[src/rtl/border_generator.sv]
// border_generator: wall/interior classification for the Snake playfield.
// Provides a combinational classifier for an arbitrary tile, a registered
// copy of it, edge/corner decode, and a raster scanner that walks every
// in-grid tile once per scan so the renderer can paint the walls.
module border_generator #(
   parameter int unsigned GRID_W  = 16,
   parameter int unsigned GRID_H  = 12,
   parameter int unsigned COORD_W = 4
) (
   input  logic               clk,
   input  logic               nrst,
   input  logic [COORD_W-1:0] x,
   input  logic [COORD_W-1:0] y,
   output logic               isBorder,
   output logic               isBorder_q,
   output logic [3:0]         edge_code,
   output logic               isCorner,
   output logic               outOfRange,
   input  logic               scan_start,
   output logic               scan_valid,
   output logic [COORD_W-1:0] scan_x,
   output logic [COORD_W-1:0] scan_y,
   output logic               scan_border,
   output logic               scan_done
);

   localparam logic [COORD_W-1:0] LP_X_LAST = COORD_W'(GRID_W - 1);
   localparam logic [COORD_W-1:0] LP_Y_LAST = COORD_W'(GRID_H - 1);

   typedef enum logic [0:0] {
      ST_IDLE = 1'b0,
      ST_SCAN = 1'b1
   } scan_state_t;

   // ---------------------------------------------------------------------
   // Combinational classifier for the (x, y) input
   // ---------------------------------------------------------------------
   logic w_top;
   logic w_bottom;
   logic w_left;
   logic w_right;
   logic w_x_oor;
   logic w_y_oor;

   assign w_top    = (y == '0);
   assign w_bottom = (y == LP_Y_LAST);
   assign w_left   = (x == '0);
   assign w_right  = (x == LP_X_LAST);

   // When the grid dimension fills the whole coordinate range no value can
   // be out of range, so the comparison is dropped rather than truncated.
   if (GRID_W < (32'd1 << COORD_W)) begin : g_x_oor
      assign w_x_oor = (x >= COORD_W'(GRID_W));
   end else begin : g_x_full
      assign w_x_oor = 1'b0;
   end

   if (GRID_H < (32'd1 << COORD_W)) begin : g_y_oor
      assign w_y_oor = (y >= COORD_W'(GRID_H));
   end else begin : g_y_full
      assign w_y_oor = 1'b0;
   end

   assign outOfRange = w_x_oor | w_y_oor;
   assign isBorder   = w_top | w_bottom | w_left | w_right | outOfRange;

   // Edge bits come from the raw comparisons only; out-of-range tiles are
   // walls but sit on no particular edge.
   assign edge_code  = {w_top, w_bottom, w_left, w_right};

   // Two or more edge bits set. Same-axis pairs only matter for degenerate
   // one-tile-wide grids.
   assign isCorner   = ((w_top | w_bottom) & (w_left | w_right))
                     | (w_top & w_bottom)
                     | (w_left & w_right);

   // ---------------------------------------------------------------------
   // Registered copy of the classifier
   // ---------------------------------------------------------------------
   logic r_isBorder_q;

   // Delay isBorder by one clock; cleared by reset.
   always_ff @(posedge clk) begin
      if (!nrst) begin
         r_isBorder_q <= 1'b0;
      end else begin
         r_isBorder_q <= isBorder;
      end
   end

   assign isBorder_q = r_isBorder_q;

   // ---------------------------------------------------------------------
   // Raster border scanner
   // ---------------------------------------------------------------------
   scan_state_t        r_state;
   logic               r_scan_valid;
   logic [COORD_W-1:0] r_scan_x;
   logic [COORD_W-1:0] r_scan_y;
   logic               r_scan_done;

   logic               w_scan_last_col;
   logic [COORD_W-1:0] w_next_x;
   logic [COORD_W-1:0] w_next_y;
   logic               w_next_is_last;

   assign w_scan_last_col = (r_scan_x == LP_X_LAST);
   assign w_next_x        = w_scan_last_col ? '0 : (r_scan_x + 1'b1);
   assign w_next_y        = w_scan_last_col ? (r_scan_y + 1'b1) : r_scan_y;
   assign w_next_is_last  = (w_next_x == LP_X_LAST) && (w_next_y == LP_Y_LAST);

   // Scanner FSM: idle until a start pulse, then one tile per clock in raster
   // order; scan_done is precomputed so it lines up with the final tile.
   always_ff @(posedge clk) begin
      if (!nrst) begin
         r_state      <= ST_IDLE;
         r_scan_valid <= 1'b0;
         r_scan_x     <= '0;
         r_scan_y     <= '0;
         r_scan_done  <= 1'b0;
      end else begin
         case (r_state)
            ST_IDLE: begin
               if (scan_start) begin
                  r_state      <= ST_SCAN;
                  r_scan_valid <= 1'b1;
                  r_scan_x     <= '0;
                  r_scan_y     <= '0;
                  r_scan_done  <= (LP_X_LAST == '0) && (LP_Y_LAST == '0);
               end
            end
            ST_SCAN: begin
               // scan_start is deliberately not examined here, so pulses
               // during a scan or on its final edge are dropped.
               if (r_scan_done) begin
                  r_state      <= ST_IDLE;
                  r_scan_valid <= 1'b0;
                  r_scan_x     <= '0;
                  r_scan_y     <= '0;
                  r_scan_done  <= 1'b0;
               end else begin
                  r_scan_x     <= w_next_x;
                  r_scan_y     <= w_next_y;
                  r_scan_done  <= w_next_is_last;
               end
            end
            default: begin
               r_state      <= ST_IDLE;
               r_scan_valid <= 1'b0;
               r_scan_x     <= '0;
               r_scan_y     <= '0;
               r_scan_done  <= 1'b0;
            end
         endcase
      end
   end

   // Scanner coordinates never leave the grid, so only the edge tests are
   // needed to classify them.
   logic w_scan_edge;
   assign w_scan_edge = (r_scan_x == '0) | (r_scan_x == LP_X_LAST)
                      | (r_scan_y == '0) | (r_scan_y == LP_Y_LAST);

   assign scan_valid  = r_scan_valid;
   assign scan_x      = r_scan_x;
   assign scan_y      = r_scan_y;
   assign scan_done   = r_scan_done;
   assign scan_border = r_scan_valid & w_scan_edge;

endmodule

[config.mk]
export PLATFORM = sky130hd
export DESIGN_NAME = border_generator
export DESIGN_NICKNAME = d
export VERILOG_FILES = /design/src/rtl/border_generator.sv
export SDC_FILE = /design/constraint.sdc
export NUM_CORES = 1
export LEC_CHECK = 0
export CAP_MARGIN = 20
export CORE_MARGIN = 3
export CORE_UTILIZATION = 44
export CTS_CLUSTER_DIAMETER = 30
export DETAILED_ROUTE_END_ITERATION = 7
export GPL_ROUTABILITY_DRIVEN = 0
export PLACE_DENSITY = 0.81
export SKIP_LAST_GASP = 1
export SLEW_MARGIN = 20
export SYNTH_ARGS = -nofsm -noshare
export SYNTH_HDL_FRONTEND = slang
export SYNTH_SLANG_ARGS = --single-unit
[constraint.sdc]
create_clock -name clk -period 2.65 [get_ports clk]
set_input_delay 0.3975 -clock clk [delete_from_list [all_inputs] [get_ports clk]]
set_output_delay 0.3975 -clock clk [all_outputs]
set_load 0.005 [all_outputs]
## Word-level counts from Yosys, hierarchy flattened

Cells that the tools add are included.

- Input port bits: 11
- Output and inout port bits: 19
- Register bits: 12
- Logic and storage cells: 54

- Equality and inequality tests: 8
- Reductions and logical operators: 6
- $add $sub $neg: 2
- Order comparisons: 1
- Muxes and demuxes: 16
- Bitwise gates (word level): 15

Operators by type and width:

| kind | number |
|---|---|
| equality test 4 bit, second input constant | 6 |
| two-way mux 4 bit | 5 |
| logical NOT 4 bit | 4 |
| case mux 4 bit (2 select lines) | 2 |
| bitwise OR 1 bit | 10 |
| adder 4 x 1 -> 4 bit, second input constant | 2 |
| two-way mux 1 bit | 6 |
| case mux 1 bit (2 select lines) | 3 |
| bitwise AND 1 bit | 4 |
| >= comparator 4 bit, second input constant | 1 |
| != test 2 x 1 -> 1 bit, second input constant | 1 |
| != test 2 bit, second input constant | 1 |
| AND reduction 2 bit | 1 |
| logical AND 1 bit | 1 |
| NOT 1 bit | 1 |

## Depth between registers and ports, before layout

Gate-level depths: netlist (run 1).

- Word-level depth: 6
- Gate-level depth with buffers: 5
- Depth with buffers taken out: 5

## Worst setup path after synthesis (run 1)

No wires, ideal clock.

- Path kind: register to output
- Start point: register r_scan_x[0] (netlist: scan_x[0])
- End point: output port scan_border
- Buffers on the path: 0
- Stages on the path, launching flop included: 4
- Setup slack: 1.130 ns
- Data arrival time: 1.123 ns
- Required time: 2.253 ns
- Cell sequence: dfxtp_1 -> ha_1 -> and3_2 -> o31a_1

- Word-level cells in the longest chain between the ends: 5
- Elaborated cells between the ends (all ways): 6
- Classes of those cells: eq/ne (1); bitwise (4); reduce/logical (1)

Ends and longest elaborated chain:

| element | line | text |
|---|---|---|
| start, declared | 98 | `logic [COORD_W-1:0] r_scan_x;` |
| start signal, assigned | 142 | `r_scan_x <= w_next_x;` |
| equality test 4 bit or logical NOT 4 bit (tied branches) | 161 | `assign w_scan_edge = (r_scan_x == '0) \| (r_scan_x == LP_X_LAST)` |
| bitwise OR 1 bit (*) | 161 |  |
| bitwise OR 1 bit (*) (2 in series) | 162 | `\| (r_scan_y == '0) \| (r_scan_y == LP_Y_LAST);` |
| bitwise AND 1 bit (*) | 168 | `assign scan_border = r_scan_valid & w_scan_edge;` |
| end, declared | 23 | `output logic scan_border,` |

Mark *: on every way between the ends. The rest lies on a longest branch, timed or not.

## Worst setup path after layout (run 1)

- Start point: register r_scan_y[0] (netlist: scan_y[0])
- End point: output port scan_border

- Word-level cells in the longest chain between the ends: 4
- Elaborated cells between the ends (all ways): 5
- Classes of those cells: eq/ne (1); bitwise (3); reduce/logical (1)

Ends and longest elaborated chain:

| element | line | text |
|---|---|---|
| start, declared | 99 | `logic [COORD_W-1:0] r_scan_y;` |
| start signal, assigned | 143 | `r_scan_y <= w_next_y;` |
| logical NOT 4 bit | 162 |  |
| bitwise OR 1 bit | 162 |  |
| bitwise OR 1 bit (*) | 162 |  |
| bitwise AND 1 bit (*) | 168 |  |

Marks and branches as above.

==> results of run 1 <==
[final cells by class]
type                            count  area (sq um)
Timing Repair Buffer               29         290.3
Tap cell                           16         20.02
Inverter                            7         26.28
Fill cell                         137         496.7
Clock buffer                        4         36.28
Sequential cell                    12         240.2
Multi-Input combinational cell     65         431.7
[power breakdown]
group | total (mW) | leakage (nW) | internal (mW) | switching, mW
Sequential | 0.191 | 0.0977 | 0.186 | 0.00545
Combinational | 0.0694 | 0.255 | 0.0398 | 0.0296
Clock | 0.143 | 0.0210 | 0.0835 | 0.0592
Total | 0.403 | 0.374 | 0.309 | 0.0942
[stage by stage]
| stage | total power [mW] | instances | area, sq um | utilization (%) |
|---|---|---|---|---|
| after detailed placement | 0.2646 | 129 | 1008 | 65.42 |
| after global routing | 0.4212 | 133 | 1045 | 67.78 |
| after floorplan | 0.2243 | 89 | 733.2 | - |
| final | 0.4031 | 133 | 1045 | 67.78 |
| after CTS | 0.4080 | 133 | 1045 | 67.78 |
| after global placement | 0.2630 | 129 | 1008 | 65.42 |
[cell usage in the layout (no fill, tap or decap), drive strengths merged, types with 2 or more instances in the layout]
cell           count
and2b              2
clkbuf             4
o21ai              3
nor4               2
inv                6
nand2              6
a21oi              6
clkdlybuf4s50     29
ha                 5
nand3              6
a31oi              2
nor3b              2
o31ai              2
nor2               9
or3                2
dfxtp             12
nand4              2
and4b              2
[layer usage]
layer,wire length (microns),track usage (%),part of all wire (%),up-vias
li1,-,-,-,380
met1,824,22.94,45,344
met2,830,29.00,45,29
met3,110,4.215,6.0,6
met4,62,14.36,3.4,0
met5,0,0,0,-
[sequential cells by signal, indices dropped and copies added, names as in the netlist]
| register | flops |
|---|---|
| scan_x | 4 |
| scan_y | 4 |
| isBorder_q | 1 |
| r_state | 1 |
| scan_done | 1 |
| scan_valid | 1 |
[logic make-up (layout without fill, tap and decap cells)]
group,after synthesis,in the layout,synth area share (%)
flip-flops,12,12,32.76
AND/OR/NAND/NOR,39,39,31.23
XOR/XNOR,1,1,1.195
multiplexers,1,1,1.365
buffers and inverters,12,40,8.361
AO/OA/AOI/OAI,19,19,16.55
adder cells (fa/ha/maj),5,5,8.532
[critical path: stages (launching register included)]
cell and delay, ns:
sky130_fd_sc_hd__dfxtp_1 0.46, sky130_fd_sc_hd__inv_1 0.08, sky130_fd_sc_hd__ha_1 0.20, sky130_fd_sc_hd__mux2i_1 0.13
sky130_fd_sc_hd__nor2_1 0.06, sky130_fd_sc_hd__o31a_1 0.30, sky130_fd_sc_hd__clkdlybuf4s50_1 0.45
[how the worst max path moves through the flow]
stage / cells after the start / startpoint / endpoint
after floorplan: 3 / scan_x[0] / scan_border
after global placement: 5 / x[0] / isCorner
after detailed placement: 5 / x[0] / isCorner
after CTS: 6 / scan_y[0] / scan_border
after global routing: 6 / scan_y[0] / scan_border
final: 6 / scan_y[0] / scan_border
==> summary.md, run 1 <==
| Metric | Value |
|---|---|
| Result of the run | finished, final reports clean |
| Post-Route Skew | roughly 0.0047 ns |
| Floorplan die area | around 2200 sq um |
| Setup_tns | 0 ns |
| Number of antenna cells inserted | 0 |
| CP endpoint kind | output pin |
| Total count of max-transition violations in the final report | 0 |
| CP Data Arrival Time | just under 2 ns |
| Endpoint of the most critical register-to-register path | scan_y[3] |
| Worst-path maximum fanout | 7 |
| Slew HR | between 50 and 60% |
| Required time worst endpoint | between 2 and 2.5 ns |
| Count of cells along the worst register-to-register path | 4 |
| Cell taking the most area after synthesis | sky130_fd_sc_hd__dfxtp_1 |
| Vias in the first global route | 710 |
| Initial core utilization | between 40% and 50% |
| Clk buf depth | 2 |
| Worst hold slack after final layout | approximately 0.53 ns |
| Top area cells in the synthesized netlist | sky130_fd_sc_hd__dfxtp_1, sky130_fd_sc_hd__ha_1, sky130_fd_sc_hd__nor2_1 |
| Synthesis Warnings | 0 |
| R2R setup slack | 1.02 ns |
| Clock-pin slew reported for the worst setup and hold paths after clock tree synthesis | around 0.07 ns |
| Root Buffer Master | sky130_fd_sc_hd__clkbuf_4 |
| Kind of path behind the tightest hold check | flip-flop to flip-flop |
| Most common flop cell mapped by yosys | sky130_fd_sc_hd__dfxtp_1 |
| Drt drc | 0 |
| Actual slew at the worst max-slew pin | around 0.68 ns |
| Post CTS Setup Buffer Count | 0 |
| Number of enable flip-flop cells after synthesis | 0 |
| Distinct cell type count after synthesis | 37 |
| Layout Area Growth over Synthesis | 42.49% |
| Overflow left after global routing | 0 |
| Wirelength per Cell | about 14 microns |
| Placed wire-length estimate | between 1000 and 1500 microns |
| Overall routed net length | 1828 microns |
| Number of hold violations in the final report | 0 |
| Synth Net Count | approximately 110 |
| Number of instances resized during post-cts repair | 0 |
| Largest net degree at the start of global routing | 11 |
| Worst VDD drop | ~0.25 mV |
| Layout cell share with drive strength beyond 1 | 7.692% |
| Total of flip-flops plus latches after synthesis | 12 |
| Wire length of the first global-routing pass | a little under 3000 microns |
| Highest achievable clock rate | around 0.43 GHz |
| Share of Yosys cell area claimed by the top area cell type | roughly 33% |
| Ratio of final minimum period to clock period | about nine tenths |
| Seq/Total Area, Yosys | ~33% |
| Worst-Skew Late Latency | ~0.27 ns |
| Number of buffers inserted for hold repair after clock tree synthesis | 0 |
| Number of standard-cell rows in the floorplan | 14 |
| PnR worst setup slack | just over 0.3 ns |
| Synthesized netlist cell count | 89 |
| Library cell with the highest instance count after synthesis | sky130_fd_sc_hd__dfxtp_1 |
| PortBufs | 29 |
| Proportion of register bits with asynchronous set or reset after synthesis | 0% |
| Number of antenna violations at the first check in global routing | 0 |
| End point of the most critical hold path | scan_x[0] |
| Unrepaired setup endpoints after global routing | no |
| Setup-failing EPs final | 0 |
| Class of the most critical setup path | flip-flop to output pin |
| Startpoint of the worst hold path | scan_x[0] |
| Count of pins on the block boundary | 30 |
| Total iterations of the first detailed-routing run | 4 |
| Cell depth of the worst hold path | 2 |
| Post-DR vias/cell | roughly 5.7 |
| Total power divided by cell area | around 390 nW/um^2 |
| Launching element type of the critical path | flip-flop |
| Number of max-cap violations | 0 |
| Vertical die dimension | approximately 47 microns |
| Total Routing Usage GR | between 10% and 20% |
| Antenna Nets Post-Route | 0 |
| Number of DRC markers in iteration 0 | 7 |
| Total via count in the routed design | around 760 |
| Area of the core | ~1500 sq um |
| Die W | approximately 47 microns |
| Commonest cells in the netlist | sky130_fd_sc_hd__dfxtp_1, sky130_fd_sc_hd__nor2_1, sky130_fd_sc_hd__a21oi_1, sky130_fd_sc_hd__inv_1, sky130_fd_sc_hd__nand2_1 |
| Synth Area per Inst | ~8.2 sq um |
| Total Nets Final | around 130 |
| Clock tree from TritonCTS | yes |
| Clock sinks | 12 |
| Syn Std Cell Area | ~730 sq um |
| Num CTS Buffers | 3 |
| Minimum clock period after layout | 2.348 ns |
| Launch instance of the worst register-to-register path | scan_x[1] |
| Post-placement setup slack | around 0.32 ns |
| Static Leak | about 0.37 nW |
| Total number of H-tree levels | 1 |
Power figures use the tool's default switching activity.
==> run 2, diff against run 1 <==
Settings changed: CAP_MARGIN 20 to 0, CORE_MARGIN 3 to 2.
==> summary.md, run 2 (synthesized netlist as in run 1, its figures left out) <==
| Metric | Value |
|---|---|
| Result of the run | finished, final reports clean (unchanged) |
| Static Leak | 0.3664 nW (was 0.3736 nW) |
| Count of pins on the block boundary | 30 (unchanged) |
| Worst-Skew Late Latency | 0.28 ns (was 0.27 ns) |
| Non-filler cells, final | 132 (was 133) |
| Class of the most critical setup path | primary input to output pin (was flip-flop to output pin) |
| Worst VDD drop | 0.2711 mV (was 0.2472 mV) |
| Layout Area Growth over Synthesis | 40.61% (was 42.49%) |
| Actual slew at the worst max-slew pin | 0.6843 ns (was 0.6835 ns) |
| Commonest cells after routing, fill and taps aside | sky130_fd_sc_hd__clkdlybuf4s50_1, sky130_fd_sc_hd__dfxtp_1, sky130_fd_sc_hd__nor2_1 (unchanged) |
| Root Buffer Master | sky130_fd_sc_hd__clkbuf_4 (unchanged) |
| Post-DR vias/cell | 5.773 (was 5.707) |
| Total Nets Final | 134 (unchanged) |
| Most common cell after layout, fill and taps aside | sky130_fd_sc_hd__clkdlybuf4s50_1 (unchanged) |
| Met1 layer usage reported by global route | 27.45% (was 22.94%) |
| Clock sinks | 12 (unchanged) |
| Total Routing Usage GR | 21.11% (was 18.96%) |
| Drt drc | 0 (unchanged) |
| Initial core utilization | 47.56% (unchanged) |
| Clock-pin slew reported for the worst setup and hold paths after clock tree synthesis | 0.07 ns (about the same) |
| Total number of H-tree levels | 1 (unchanged) |
| Worst-path maximum fanout | 3 (was 7) |
| PnR worst setup slack | 0.2964 ns (was 0.3015 ns) |
| Num CTS Buffers | 3 (unchanged) |
| Required time worst endpoint | 2.25 ns (about the same) |
| Post-placement setup slack | 0.2912 ns (was 0.3223 ns) |
| Layout cell share with drive strength beyond 1 | 6.897% (was 7.692%) |
| Most utilized layer in the global route result | met2 (unchanged) |
| Number of max-cap violations | 0 (unchanged) |
| Vertical die dimension | 44.82 microns (was 46.82 microns) |
| Slew HR | 54.29% (was 54.34%) |
| Ratio of final minimum period to clock period | 88.81% (was 88.62%) |
| Register cell area after layout | 240.2 sq um (unchanged) |
| Post-Route Skew | 0.0008262 ns (was 0.004737 ns) |
| Number of DRC markers in iteration 0 | 20 (was 7) |
| Post-route design area | 1031 sq um (was 1045 sq um) |
| Total via count in the routed design | 762 (was 759) |
| Number of instances resized during post-cts repair | 0 (unchanged) |
| CP endpoint kind | output pin (unchanged) |
| Launching element type of the critical path | primary input (was flip-flop) |
| Total placed cells including tap cells | 129 (unchanged) |
| CP Data Arrival Time | 1.96 ns (was 1.95 ns) |
| Die W | 44.82 microns (was 46.82 microns) |
| Number of standard-cell rows in the floorplan | 14 (unchanged) |
| Overflow left after global routing | 0 (unchanged) |
| Final core utilization | 66.88% (was 67.78%) |
| Kind of path behind the tightest hold check | flip-flop to flip-flop (unchanged) |
| Post CTS Setup Buffer Count | 0 (unchanged) |
| Vias in the first global route | 690 (was 710) |
| Wire length of the first global-routing pass | 3091 microns (was 2932 microns) |
| Unrepaired setup endpoints after global routing | no (unchanged) |
| Overall routed net length | 1826 microns (was 1828 microns) |
| Clk buf depth | 2 (unchanged) |
| Total power divided by cell area | 364.5 nW/um^2 (was 385.8 nW/um^2) |
| Number of antenna cells inserted | 0 (unchanged) |
| Placed wire-length estimate | 1356 microns (was 1413 microns) |
| Number of filler cells placed in the layout | 135 (was 137) |
| Multi-input gate area | 431.7 sq um (unchanged) |
| Setup-failing EPs final | 0 (unchanged) |
| Number of buffers inserted for hold repair after clock tree synthesis | 0 (unchanged) |
| PortBufs | 29 (unchanged) |
| Setup_tns | 0 ns (unchanged) |
| Placed inst area | 1008 sq um (unchanged) |
| Antenna Nets Post-Route | 0 (unchanged) |
| Largest net degree at the start of global routing | 11 (unchanged) |
| Area of the core | 1541 sq um (unchanged) |
| Total iterations of the first detailed-routing run | 4 (unchanged) |
| Clock tree from TritonCTS | yes (unchanged) |
| Met2 layer usage reported by global route | 32.75% (was 29.00%) |
| Total count of max-transition violations in the final report | 0 (unchanged) |
| Highest achievable clock rate | 0.4249 GHz (was 0.4258 GHz) |
| Grt met3 use | 4.800% (was 4.215%) |
| Floorplan die area | 2009 sq um (was 2192 sq um) |
| Minimum clock period after layout | 2.354 ns (was 2.348 ns) |
| Wirelength per Cell | 13.83 microns (was 13.74 microns) |
| Number of hold violations in the final report | 0 (unchanged) |
| Number of antenna violations at the first check in global routing | 0 (unchanged) |
[run 2: changes by cell type in the layout (fill, tap and decap cells not counted), sizes merged]
cell	delta
clkbuf	-1
[run 2: worst paths after layout]
path,end,from,cells past startpoint,slack [ns]
worst max-delay path,isCorner,x[1],5,0.30
worst min register to register,scan_x[0],scan_x[0],2,0.53
worst min-delay path,scan_x[0],scan_x[0],2,0.53
worst max register to register,scan_y[3],scan_x[1],4,1.00
[run 2: critical path, stage by stage]
cell and delay (ns):
sky130_fd_sc_hd__clkdlybuf4s50_1 0.43, sky130_fd_sc_hd__nor4_1 0.37, sky130_fd_sc_hd__nor2_1 0.13, sky130_fd_sc_hd__nor2_1 0.12, sky130_fd_sc_hd__clkdlybuf4s50_1 0.51
[run 2: power breakdown]
group | total [mW] | switching, mW | leakage, nW | internal [mW]
clock | 0.115 | 0.0627 | 0.0138 | 0.0528
sequential | 0.191 | 0.00561 | 0.0977 | 0.185
combinational | 0.0692 | 0.0294 | 0.255 | 0.0398
total | 0.376 | 0.0978 | 0.366 | 0.278
[run 2: per-layer routing]
layer | wire (microns) | vias up
li1 | - | 374
met1 | 860 | 359
met2 | 829 | 24
met3 | 91 | 5
met4 | 45 | 0
met5 | 0 | -
[run 2: area by class of cell]
type | instances | share of cell area, %
Tap cell | 16 | 1.942
Sequential cell | 12 | 23.30
Clock buffer | 3 | 2.184
Inverter | 7 | 2.549
Multi-Input combinational cell | 65 | 41.87
Timing Repair Buffer | 29 | 28.16
[run 2: stage by stage]
stage / hold WS, ns / total power, mW
after floorplan: 0.4973 / 0.2243
after global placement: 0.5064 / 0.2628
after detailed placement: 0.5173 / 0.2636
after CTS: 0.5341 / 0.3783
after global routing: 0.5627 / 0.3940
final: 0.5327 / 0.3758
